$ cat src/rtl/fetch_prefetch_queue.sv
`default_nettype none
// +--------------------------------------------------------------------------+
// | Module   : fetch_prefetch_queue                                          |
// | Purpose  : Sequential PC generator issuing in-order instruction-memory   |
// |            requests, with a prefetch queue feeding decode over           |
// |            valid/ready. Redirects flush queued and in-flight fetches.    |
// | Options  : FETCH_PERF_CNT_EN adds perf_fetched/perf_flushed/perf_stall.  |
// | Revision : 1.0 - initial release                                         |
// +--------------------------------------------------------------------------+
module fetch_prefetch_queue #(
  parameter int unsigned DEPTH      = 4,
  parameter logic [31:0] RESET_PC   = 32'h0000_3000,
  parameter logic [31:0] HANDLER_PC = 32'h0000_4180,
  parameter logic [31:0] TEXT_LO    = 32'h0000_3000,
  parameter logic [31:0] TEXT_HI    = 32'h0000_4FFC
) (
  input  logic        clk,
  input  logic        reset,
  input  logic        goto_handler,
  input  logic        eret,
  input  logic [31:0] epc,
  input  logic        redirect_valid,
  input  logic [31:0] redirect_pc,
  output logic        imem_req,
  output logic [31:0] imem_addr,
  input  logic        imem_gnt,
  input  logic        imem_rvalid,
  input  logic [31:0] imem_rdata,
  output logic        if_valid,
  input  logic        if_ready,
  output logic [31:0] if_instr,
  output logic [31:0] if_pc,
  output logic [31:0] if_pcp4,
  output logic        if_exc
`ifdef FETCH_PERF_CNT_EN
  ,
  output logic [31:0] perf_fetched,
  output logic [31:0] perf_flushed,
  output logic [31:0] perf_stall
`endif
);

  localparam int unsigned AW = $clog2(DEPTH);
  localparam int unsigned PW = AW + 1;
  localparam logic [PW:0] DEPTH_V = DEPTH[PW:0];

  logic [31:0]   fetch_pc_q, fetch_pc_d;
  logic          handler_q, handler_d;     // fetch_pc is a fresh handler entry
  logic          exc_stall_q, exc_stall_d; // exception entry pushed, wait for redirect
  logic [PW-1:0] wr_ptr_q, wr_ptr_d, rd_ptr_q, rd_ptr_d;
  logic [PW-1:0] outstanding_q, outstanding_d;
  logic [PW-1:0] drop_q, drop_d;
  logic [AW-1:0] tag_wr_q, tag_wr_d, tag_rd_q, tag_rd_d;
  logic [31:0]   ent_pc_q [DEPTH];
  logic [31:0]   ent_pc_d [DEPTH];
  logic [31:0]   ent_instr_q [DEPTH];
  logic [31:0]   ent_instr_d [DEPTH];
  logic          ent_exc_q [DEPTH];
  logic          ent_exc_d [DEPTH];
  logic [31:0]   tag_pc_q [DEPTH];
  logic [31:0]   tag_pc_d [DEPTH];

  logic          redirect;
  logic [31:0]   redirect_target;
  logic [PW-1:0] occupancy;
  logic          empty;
  logic          pc_legal;
  logic          slot_free;
  logic          grant;
  logic          rsp_drop;
  logic          rsp_push;
  logic          exc_push;
  logic          pop;
  logic [AW-1:0] head_idx;
  logic [AW-1:0] tail_idx;

  // Head-of-queue views and request/issue decisions.
  always_comb begin
    redirect        = goto_handler | eret | redirect_valid;
    redirect_target = goto_handler ? HANDLER_PC : (eret ? epc : redirect_pc);
    occupancy       = wr_ptr_q - rd_ptr_q;
    empty           = (wr_ptr_q == rd_ptr_q);
    head_idx        = rd_ptr_q[AW-1:0];
    tail_idx        = wr_ptr_q[AW-1:0];
    pc_legal        = ((fetch_pc_q[1:0] == 2'b00) && (fetch_pc_q >= TEXT_LO) &&
                       (fetch_pc_q <= TEXT_HI)) ||
                      (handler_q && (fetch_pc_q == HANDLER_PC));
    slot_free       = ({1'b0, occupancy} + {1'b0, outstanding_q}) < DEPTH_V;

    imem_req  = ~reset & ~redirect & slot_free & pc_legal & ~exc_stall_q;
    imem_addr = fetch_pc_q;
    grant     = imem_req & imem_gnt;

    rsp_drop  = imem_rvalid & (drop_q != '0);
    rsp_push  = imem_rvalid & (drop_q == '0) & ~redirect;
    // An illegal PC becomes a queue entry only once nothing is still in flight.
    exc_push  = ~reset & ~redirect & ~pc_legal & ~exc_stall_q & ~imem_rvalid &
                (outstanding_q == '0) & slot_free;

    if_valid  = ~empty;
    if_pc     = ent_pc_q[head_idx];
    if_pcp4   = ent_pc_q[head_idx] + 32'd4;
    if_exc    = ent_exc_q[head_idx];
    if_instr  = ent_exc_q[head_idx] ? 32'd0 : ent_instr_q[head_idx];
    pop       = if_valid & if_ready;
  end

  // Next-state for PC, counters, tag FIFO and queue storage.
  always_comb begin
    fetch_pc_d    = fetch_pc_q;
    handler_d     = handler_q;
    exc_stall_d   = exc_stall_q;
    outstanding_d = outstanding_q + PW'(grant) - PW'(imem_rvalid);
    drop_d        = rsp_drop ? (drop_q - PW'(1)) : drop_q;
    tag_wr_d      = tag_wr_q;
    tag_rd_d      = tag_rd_q;
    tag_pc_d      = tag_pc_q;
    ent_pc_d      = ent_pc_q;
    ent_instr_d   = ent_instr_q;
    ent_exc_d     = ent_exc_q;
    rd_ptr_d      = rd_ptr_q + PW'(pop);
    wr_ptr_d      = wr_ptr_q;

    if (grant) begin
      tag_pc_d[tag_wr_q] = fetch_pc_q;
      tag_wr_d           = tag_wr_q + AW'(1);
      fetch_pc_d         = fetch_pc_q + 32'd4;
      handler_d          = 1'b0;
    end
    if (imem_rvalid) begin
      tag_rd_d = tag_rd_q + AW'(1);
    end

    if (rsp_push) begin
      ent_pc_d[tail_idx]    = tag_pc_q[tag_rd_q];
      ent_instr_d[tail_idx] = imem_rdata;
      ent_exc_d[tail_idx]   = 1'b0;
      wr_ptr_d              = wr_ptr_q + PW'(1);
    end else if (exc_push) begin
      ent_pc_d[tail_idx]    = fetch_pc_q;
      ent_instr_d[tail_idx] = 32'd0;
      ent_exc_d[tail_idx]   = 1'b1;
      wr_ptr_d              = wr_ptr_q + PW'(1);
      exc_stall_d           = 1'b1;
    end

    // The same-cycle dequeue completes first, then everything left is flushed.
    if (redirect) begin
      fetch_pc_d  = redirect_target;
      handler_d   = goto_handler;
      exc_stall_d = 1'b0;
      wr_ptr_d    = rd_ptr_d;
      drop_d      = outstanding_d;
    end
  end

  // State registers with synchronous reset.
  always_ff @(posedge clk) begin
    if (reset) begin
      fetch_pc_q    <= RESET_PC;
      handler_q     <= 1'b0;
      exc_stall_q   <= 1'b0;
      wr_ptr_q      <= '0;
      rd_ptr_q      <= '0;
      outstanding_q <= '0;
      drop_q        <= '0;
      tag_wr_q      <= '0;
      tag_rd_q      <= '0;
      for (int i = 0; i < DEPTH; i++) begin
        ent_pc_q[i]    <= RESET_PC;
        ent_instr_q[i] <= 32'd0;
        ent_exc_q[i]   <= 1'b0;
        tag_pc_q[i]    <= 32'd0;
      end
    end else begin
      fetch_pc_q    <= fetch_pc_d;
      handler_q     <= handler_d;
      exc_stall_q   <= exc_stall_d;
      wr_ptr_q      <= wr_ptr_d;
      rd_ptr_q      <= rd_ptr_d;
      outstanding_q <= outstanding_d;
      drop_q        <= drop_d;
      tag_wr_q      <= tag_wr_d;
      tag_rd_q      <= tag_rd_d;
      ent_pc_q      <= ent_pc_d;
      ent_instr_q   <= ent_instr_d;
      ent_exc_q     <= ent_exc_d;
      tag_pc_q      <= tag_pc_d;
    end
  end

`ifdef FETCH_PERF_CNT_EN
  logic [31:0]   perf_fetched_q, perf_fetched_d;
  logic [31:0]   perf_flushed_q, perf_flushed_d;
  logic [31:0]   perf_stall_q, perf_stall_d;
  logic [PW-1:0] flush_entries;

  // Event counters: pushed responses, flushed work, decode starvation cycles.
  always_comb begin
    flush_entries  = redirect ? (wr_ptr_q - rd_ptr_d) : '0;
    perf_fetched_d = perf_fetched_q + 32'(rsp_push);
    perf_flushed_d = perf_flushed_q + 32'(flush_entries) +
                     32'(imem_rvalid & ((drop_q != '0) | redirect));
    perf_stall_d   = perf_stall_q + 32'(if_ready & ~if_valid);
    perf_fetched   = perf_fetched_q;
    perf_flushed   = perf_flushed_q;
    perf_stall     = perf_stall_q;
  end

  // Counter registers.
  always_ff @(posedge clk) begin
    if (reset) begin
      perf_fetched_q <= 32'd0;
      perf_flushed_q <= 32'd0;
      perf_stall_q   <= 32'd0;
    end else begin
      perf_fetched_q <= perf_fetched_d;
      perf_flushed_q <= perf_flushed_d;
      perf_stall_q   <= perf_stall_d;
    end
  end
`endif

endmodule
`default_nettype wire

$ cat config.mk
export PLATFORM = sky130hd
export DESIGN_NAME = fetch_prefetch_queue
export DESIGN_NICKNAME = d
export VERILOG_FILES = /design/src/rtl/fetch_prefetch_queue.sv
export SDC_FILE = /design/constraint.sdc
export NUM_CORES = 1
export LEC_CHECK = 0
export ABC_AREA = 1
export CAP_MARGIN = 5
export CELL_PAD_IN_SITES_DETAIL_PLACEMENT = 2
export CELL_PAD_IN_SITES_GLOBAL_PLACEMENT = 2
export CORE_MARGIN = 2
export CORE_UTILIZATION = 31
export DETAILED_ROUTE_END_ITERATION = 8
export PLACE_DENSITY = 0.86
export SLEW_MARGIN = 30
export SYNTH_ARGS = -nofsm -noshare
export SYNTH_HDL_FRONTEND = slang
export SYNTH_SLANG_ARGS = --single-unit
$ cat constraint.sdc
create_clock -name clk -period 5.1 [get_ports clk]
set_clock_uncertainty 0.2 [all_clocks]
set_input_delay 0.765 -clock clk [delete_from_list [all_inputs] [get_ports clk]]
set_output_delay 0.765 -clock clk [all_outputs]
set_load 0.02 [all_outputs]
# Yosys cells after proc, flatten, opt, wreduce, memory -nomap -nowiden
# Index checks and enable logic that the tools add are counted.
# classes
n_reduce_logical,16
n_mux,40
bitwise_logic,32
n_addsub,11
n_lt_le_gt_ge,9
eq_ne,2
# ops
operator,n
128-bit bitwise mux,4
128-bit two-way mux,4
32-bit two-way mux,13
32-bit binary-select mux with 2-bit select,3
128-bit AND,1
32-bit demux with 2-bit select,2
128-bit NOT,1
"32-bit by 3-bit adder with 32-bit output, second input constant",2
"32-bit by 15-bit equality test with 1-bit output, second input constant",1
"32-bit by 14-bit greater-or-equal comparator with 1-bit output, second input constant",1
"32-bit by 15-bit <= comparator with 1-bit output, second input constant",1
3-bit two-way mux,5
1-bit AND,14
"3-bit greater-or-equal comparator, second input constant",4
2-bit NOT with 3-bit output,4
4-bit two-way mux,2
1-bit NOT,7
3-bit by 1-bit adder with 3-bit output,2
3-bit logical NOT,2
"3-bit by 1-bit less-than comparator with 1-bit output, second input constant",2
2-bit nonzero test,3
3-bit nonzero test,2
1-bit logical AND,5
1-bit two-way mux,5
18 further kinds,20
# totals
output_inout_bits,131
elab_cells,135
regBits,438
input_bits,104

# Logic depth before layout (Yosys ltp)
# Gate-level depths: netlist of the first run.
# depth
ltp_word,13
depth_mapped,20
ltp_nobuf,18

# Least setup slack after synthesis of the first run
# Ideal clock, no wire load.
# synth_timing
kind,reg2reg
start,reg rd_ptr_q[1]
end,reg drop_q[2]
setup_time_ns,0.070
synth_period_minus_slack_ns,4.151
path_slack_ns,0.949
required_time_ns,4.830
t_arrival_ns,3.881
n_path_buf,4
path_stages_with_launch,20
cell_sequence,dfxtp_1 > inv_1 > clkbuf_1 > buf_2 > buf_1 > fa_1 > ha_1 > nand3_1 > nand3_1 > nor2_2 > nand4_1 > buf_2 > ha_1 > inv_1 > ha_1 > fa_1 > xnor2_1 > xor2_1 > inv_1 > a21oi_1
# synth_between
elab_chain_len,10
# synth_lines
element,line_no,rtl
"start, declared",50,"logic [PW-1:0] wr_ptr_q, wr_ptr_d, rd_ptr_q, rd_ptr_d;"
"start signal, assigned",180,rd_ptr_q <= rd_ptr_d;
3-bit subtractor,81,occupancy = wr_ptr_q - rd_ptr_q;
3-bit by 3-bit adder with 4-bit output,88,"slot_free = ({1'b0, occupancy} + {1'b0, outstanding_q}) < DEPTH_V;"
4-bit by 3-bit less-than comparator with 1-bit output,88,
1-bit AND (3 in series),90,imem_req = ~reset & ~redirect & slot_free & pc_legal & ~exc_stall_q;
1-bit AND,92,grant = imem_req & imem_gnt;
3-bit by 1-bit adder with 3-bit output,113,outstanding_d = outstanding_q + PW'(grant) - PW'(imem_rvalid);
3-bit by 1-bit subtractor with 3-bit output,113,
3-bit two-way mux,148,if (redirect) begin
"end signal, assigned",182,drop_q <= drop_d;
"end, declared",52,"logic [PW-1:0] drop_q, drop_d;"
# No other way between the ends.
# A chain may end at the register's enable or synchronous reset.

# Worst setup path in the final report of the first run
# layout_timing
start,reg rd_ptr_q[1]
end,out if_pcp4[31]
# layout_between
elab_chain_len,5
# layout_lines
element,line_no,rtl
2-bit NOT with 3-bit output (not written as such),102,if_pcp4 = ent_pc_q[head_idx] + 32'd4;
32-bit binary-select mux with 2-bit select,102,
32-bit two-way mux (not written as such) (2 in series),102,
32-bit by 3-bit adder with 32-bit output,102,
"end, declared",33,"output logic [31:0] if_pcp4,"
# No other way between the ends. The select of a mux whose other input is x is not followed.

==> results of run 1 <==
final timing paths:
check | start | slack, ps | endpoint | depth (start not counted)
setup / recovery | rd_ptr_q[1] | 160 | if_pcp4[31] | 10
hold / removal | tag_pc_q[85] | 260 | tag_pc_q[85] | 2
setup reg to reg | rd_ptr_q[0] | 410 | ent_pc_q[63] | 15
hold reg to reg | tag_pc_q[85] | 260 | tag_pc_q[85] | 2
worst max-delay path, stage by stage (launching register included):
cell	delay, ps
dfxtp_2	670
buf_4	450
o21ai_0	190
o21ai_1	520
nand2_1	170
nor2_1	190
nand2_1	80
nor2_1	200
nand3b_1	110
nand2_1	100
clkdlybuf4s50_1	640
final cells by class:
| cell class | count | area (µm²) |
|---|---|---|
| flip-flops and latches | 437 | 8750 |
| fillers | 8888 | 46500 |
| clock buffers | 84 | 1610 |
| inverters | 418 | 1580 |
| clock inverters | 13 | 145 |
| well taps | 969 | 1210 |
| repair buffers | 291 | 2800 |
| multi-input cells | 2533 | 11900 |
report_power, final:
part	internal (µW)	switching (µW)
Sequential	3510	118
Clock	2270	1680
Combinational	737	1510
Total	6520	3300
synth_stat cells (all sizes together) (21+ instances only):
| cell | count |
|---|---|
| dfxtp | 437 |
| o22ai | 102 |
| clkbuf | 122 |
| ha | 21 |
| nand3 | 234 |
| nand3b | 117 |
| buf | 141 |
| a21oi | 143 |
| nor2 | 787 |
| inv | 414 |
| nand2 | 681 |
| o21ai | 341 |
| xor2 | 27 |
logic make-up (layout without fill, tap and decap cells):
group / after synthesis / after routing / synth area share
DFF: 437 / 437 / 0.376
xor gates and xnor gates: 32 / 32 / 0.0120
and+or+nand+nor: 1854 / 1854 / 0.338
adders and majority gates: 23 / 23 / 0.0130
muxes: 3 / 3 / 0.00129
AOI/OAI and AO/OA: 621 / 621 / 0.144
buffers and inverters: 681 / 806 / 0.116
per-layer routing:
metal | GRT usage | vias to the layer above | share of wire
li1 | - | 11700 | -
met1 | 0.332 | 13100 | 0.42
met2 | 0.482 | 848 | 0.49
met3 | 0.0366 | 263 | 0.051
met4 | 0.116 | 2 | 0.042
met5 | 0 | - | 0.00014
stage by stage:
step	util	total power (µW)	area, µm²	hold slack (ps)
global route	0.376	10200	28000	280
finish	0.376	9820	28000	259
CTS	0.375	9800	27900	260
global placement	0.351	5780	26200	239
detailed placement	0.351	5850	26200	250
floorplan	-	4860	23300	227
registers in the layout, indices dropped and copies added, names as in the netlist, named ones only:
register / count
wr_ptr_q: 3
outstanding_q: 3
tag_rd_q: 2
ent_pc_q: 128
tag_wr_q: 2
imem_addr: 32
ent_instr_q: 128
tag_pc_q: 128
exc_stall_q: 1
rd_ptr_q: 3
drop_q: 3
==> implementation parameters, run 1 <==
Parameter                              Value

Yosys
  Cell types occupying the most area after synthesis ... dfxtp_1 38%, nor2_1 13%, nand2_1 11%, inv_1 6.6%, o21ai_0 6.6%
  Distinct cells, synth ... 40
  Async S/R FF share, synth ... 0
  Net count after synthesis ... 3778
  Post-synthesis register bit count ... 437
  Cell taking the most area after synthesis ... dfxtp_1
  Sequential cell area fraction in the yosys report ... 0.376
  Average instance area after synthesis ... 6.38 µm²
  Number of instances in the synthesized netlist ... 3651
  Synthesis Warnings ... 0
  Number of enable-type register cells in the synthesized netlist ... 0
  Fraction of synthesized cell area taken by the top area cell type ... 0.376
  Area of the mapped netlist ... 0.0233 mm²
  Top flip-flop cell by instance count after synthesis ... dfxtp_1

Global route
  Antenna violations before repair ... 1
  Pin count of the biggest net entering global routing ... 148
  Total grt overflow ... 0
  First-pass GRT wire length ... 168000 µm
  Global-route usage over all layers ... 0.273
  Vias in the first global route ... 28600

Timing
  Part of the cycle the worst path needs ... 0.968
  Total Negative Setup Slacks ... 0 ps
  Setup repair after global routing missed its margin ... false
  Minimum clock period after layout ... 4940 ps
  F_max ... 202 MHz
  Slew at the pin closest to its max-slew limit ... 1030 ps
  Headroom to the max-slew limit ... 0.310
  Final number of hold-violating endpoints ... 0
  Slew Limit Fails ... 0
  Least setup slack across all paths after layout ... 162 ps
  Final Setup Violations ... 0

Place
  Dpl ws ... 730 ps
  Placed wire-length estimate ... 64700 µm
  Count of placed standard cells including taps ... 4647
  RD Place Congestion ... 0.828
  Port-buffer cells ... 234

Clock network
  Root Buffer Master ... clkbuf_16
  Postcts setup bufs ... 0
  Number of gates given a new drive strength after cts ... 0
  Maximum level of the CTS H-tree ... 2
  TritonCTS clock tree ... yes
  Clock-pin slew on the worst setup and hold paths ... 60 ps
  Cts hold-fix bufs ... 0
  Inserted Clock Buffers ... 53
  Clock buffer depth ... 3
  Clk_lat worst skew ... 630 ps
  Count of clock tree sinks ... 437

Detailed routing
  Residual DRC count ... 0
  Antenna-violating nets left ... 0
  Violation count after the first detailed-route iteration ... 1587
  Average wire per cell in the routed design ... 23.3 µm
  Detail-routed via count per cell ... 5.45
  Via Count ... 25900
  Detailed-route wire length ... 111000 µm
  First-pass detailed-route iteration total ... 5

Critical path
  Required time reported for the critical path endpoint ... 4140 ps
  Maximum fanout encountered on the critical timing path ... 24
  Arrival time at the worst endpoint ... 3970 ps
  Category of the most critical setup path ... reg2out
  Startpoint kind of the worst setup timing path ... register
  Worst Setup End Kind ... output pin

Floorplanning
  Width of the die ... 278 µm
  Number of placed I/O pins ... 235
  Core area ... 0.0744 mm²
  Initial Util ... 0.313
  DIE HEIGHT ... 278 µm
  Die Area ... 0.0773 mm²
  Number of standard-cell rows in the floorplan ... 100

Final layout
  Post-route insts no fill ... 4745
  Most common cell after layout, fill and taps aside ... nor2_1
  Area growth from synthesis to layout ... 20.1%
  Diodes inserted ... 0
  Net count, final ... 3861
  Layout cell share with drive strength beyond 1 ... 0.0511
  Highest-count cells in the layout ignoring fill and taps ... 780 x nor2_1, 665 x nand2_1, 434 x dfxtp_1, 409 x inv_1, 306 x o21ai_0

Hold path
  Class of the worst hold path ... reg2reg

Outcome
  Run status ... complete, no violations

Pwr
  Ratio of total power to cell area ... 351 mW/mm²
  Reported leakage power ... 0.0137 µW
  Worst VDD drop ... 231 µV

Flow run
  Number of max-capacitance violations reported ... 0
Note: power is estimated with default switching activity, not from simulation.
==> inputs of run 2 (changes only) <==
CORE_MARGIN = unset   (was 2)
clock period = 5.4 ns   (was 5.1 ns; I/O delays follow)
==> run 2 against run 1 <==
Compared with the run above: via count fell by 1.7%; combinational power fell by 8%; first-iteration DRC count fell by 4.2%; final cell count fell by 0.19%; sequential power fell by 5.5%; utilization rose by 0.099 points; clock power fell by 2%; worst hold slack got worse by 1.2 ps; register-to-register slack improved by 450 ps; worst setup slack improved by 190 ps; sequential share of layout area barely moved; critical path type unchanged; largest power group unchanged; highest routed layer is now met4.
==> implementation parameters, run 2 (same netlist as run 1, synthesis figures left out) <==
Parameter                              Value

Outcome
  Run status ... complete, no violations

Hold path
  Class of the worst hold path ... reg2reg

Final layout
  Leading registers by flop count ... ent_instr_q (128), ent_pc_q (128), tag_pc_q (128)
  Final cell area excluding filler cells ... 0.0280 mm² (about the same)
  Diodes inserted ... 0 (unchanged)
  Highest-count cells in the layout ignoring fill and taps ... 780 x nor2_1, 665 x nand2_1, 434 x dfxtp_1, 409 x inv_1, 306 x o21ai_0
  Post-route insts no fill ... 4736 (-0.19%)
  Layout cell share with drive strength beyond 1 ... 0.0515 (+0.000388)
  Most common cell after layout, fill and taps aside ... nor2_1
  Net count, final ... 3850 (-0.28%)
  Area growth from synthesis to layout ... 20.2% (about the same)

Floorplanning
  Initial Util ... 0.313 (+0.000527)
  Number of standard-cell rows in the floorplan ... 100 (unchanged)
  Width of the die ... 276 µm (-0.72%)
  Core area ... 0.0743 mm² (-0.17%)
  DIE HEIGHT ... 276 µm (-0.72%)
  Number of placed I/O pins ... 235 (unchanged)
  Die Area ... 0.0762 mm² (-1.4%)

Global route
  Pin count of the biggest net entering global routing ... 171 (+16%)
  Vias in the first global route ... 28100 (-1.6%)
  Antenna violations before repair ... 3 (+2)
  First-pass GRT wire length ... 165000 µm (-1.6%)
  Global-route usage over all layers ... 0.272 (-0.00123)
  Total grt overflow ... 0 (unchanged)

Clock network
  TritonCTS clock tree ... yes
  Maximum level of the CTS H-tree ... 2 (unchanged)
  Root Buffer Master ... clkbuf_16
  Clock-pin slew on the worst setup and hold paths ... 70 ps (about the same)
  Count of clock tree sinks ... 437 (unchanged)
  Inserted Clock Buffers ... 52 (-1.9%)
  Clock buffer depth ... 3 (unchanged)
  Clk_lat worst skew ... 640 ps (about the same)

Detailed routing
  Via Count ... 25400 (-1.7%)
  First-pass detailed-route iteration total ... 5 (unchanged)
  Residual DRC count ... 0 (unchanged)
  Antenna-violating nets left ... 0 (unchanged)
  Average wire per cell in the routed design ... 22.4 µm (-4.2%)
  Violation count after the first detailed-route iteration ... 1520 (-4.2%)
  Detailed-route wire length ... 106000 µm (-4.4%)
  Detail-routed via count per cell ... 5.37 (-1.5%)

Timing
  F_max ... 198 MHz
  Part of the cycle the worst path needs ... 0.935
  Minimum clock period after layout ... 5050 ps
  Final number of hold-violating endpoints ... 0 (unchanged)
  Final Setup Violations ... 0 (unchanged)
  Setup repair after global routing missed its margin ... false
  Headroom to the max-slew limit ... 0.308 (-0.00215)
  Slew Limit Fails ... 0 (unchanged)
  Total Negative Setup Slacks ... 0 ps (unchanged)
  Slew at the pin closest to its max-slew limit ... 1040 ps (+6.87 ps)
  Smallest hold slack ... 258 ps (-1.20 ps)

Critical path
  Worst Setup End Kind ... output pin
  Cell-by-cell trace of the critical path ... buf_4 -> o21ai_0 -> o21ai_1 -> nand2_1 -> nor2_1 -> nand2_1 -> nor2_1 -> nand3b_1 -> nand2_1 -> clkdlybuf4s50_1
  Critical path's top delay family ... buffers and inverters
  Arrival time at the worst endpoint ... 4040 ps (+70 ps)
  Critical Path Max Stage Delay ... 800 ps (+130 ps)
  Maximum fanout encountered on the critical timing path ... 65 (+170%)
  Most frequent cell on the critical path ... nand2_1
  Buf/Inv on CP ... 2 (unchanged)
  Required time reported for the critical path endpoint ... 4390 ps (+250 ps)
  Category of the most critical setup path ... reg2out
  Max stage delay cell, worst path ... buf_4
  Startpoint kind of the worst setup timing path ... register

Pwr
  Ratio of total power to cell area ... 335 mW/mm² (-4.6%)
  Sequential cell fraction of total power ... 0.365 (-0.005)
  Power share of the clock group ... 0.413 (+0.011)
  Total Power ... 9370 µW (-4.5%)
  Switching power as a share of total power ... 0.329 (-0.00733)
  Cell-internal power ... 6290 µW (-3.5%)
  Worst VDD drop ... 202 µV (-13%)
  Power spent charging and discharging nets ... 3080 µW (-6.6%)
  Combinational cell fraction of total power ... 0.221 (-0.007)
  Reported leakage power ... 0.0137 µW (about the same)

Place
  RD Place Congestion ... 0.831 (+0.42%)
  Placed wire-length estimate ... 63500 µm (-2.0%)
  DP Area ... 0.0261 mm² (-0.15%)
  Count of placed standard cells including taps ... 4638 (-0.19%)
  Port-buffer cells ... 234 (unchanged)

Flow run
  Number of max-capacitance violations reported ... 0 (unchanged)
==> run 2: cell count changes in the layout (fill, tap and decap cells not counted), sizes merged <==
cell and change:
clkinv +4, buf -10, clkbuf -12, bufinv +4, clkinvlp +2, inv +3
==> run 2: worst reg2reg max path, cell delays in order (launching register included) <==
cell,delay (ps)
dfxtp_4,630
ha_1,250
inv_1,50
fa_1,390
xor2_1,180
ha_1,300
nor2_1,110
nand3_1,110
nor2_2,160
inv_2,80
nor2_4,180
nand2_4,160
nand2_4,420
inv_1,610
buf_4,380
nor2_1,150
nor2_1,70
==> run 2: area by class of cell <==
cell class | instances | area (µm²)
fill | 8966 | 46300
multi-input combinational | 2533 | 11900
sequential | 437 | 8750
timing repair buffer | 281 | 2720
inverter | 418 | 1580
clock buffer | 72 | 1540
tap | 969 | 1210
clock inverter | 26 | 320
==> run 2: final timing paths <==
kind / cells past startpoint / from / end / slack (ps)
max: 10 / rd_ptr_q[1] / if_pcp4[28] / 350
max reg2reg: 16 / rd_ptr_q[0] / ent_instr_q[120] / 860
min reg2reg: 2 / tag_pc_q[62] / tag_pc_q[62] / 260
min: 2 / tag_pc_q[62] / tag_pc_q[62] / 260
==> run 2: power groups by stage <==
stage | combinational (µW) | sequential (µW) | clock, µW
final | 2070 | 3430 | 3880
after global routing | 2210 | 3430 | 4050
after CTS | 2070 | 3420 | 3920
after detailed placement | 2030 | 3490 | 0
after global placement | 1970 | 3480 | 0
after floorplan | 1140 | 3450 | 0
==> run 2: layer usage <==
metal	vias up	GRT usage	part of all wire
met3	223	0.0345	0.047
met2	720	0.482	0.49
met1	12800	0.333	0.43
li1	11700	-	-
met5	-	0	0
met4	0	0.104	0.035
==> run 2: repair_timing <==
item | 4_1_cts | 5_1_grt
resized for setup | 0 | 1
hold buffers | 0 | 0
endpoints found under the setup margin | 0 | 3
buffers inserted | 0 | 0
==> run 2: metrics by stage <==
stage / setup slack [ps] / util
global placement: 983 / 0.351
global route: 228 / 0.376
detailed placement: 867 / 0.351
finish: 352 / 0.376
floorplan: 1250 / -
CTS: 191 / 0.376
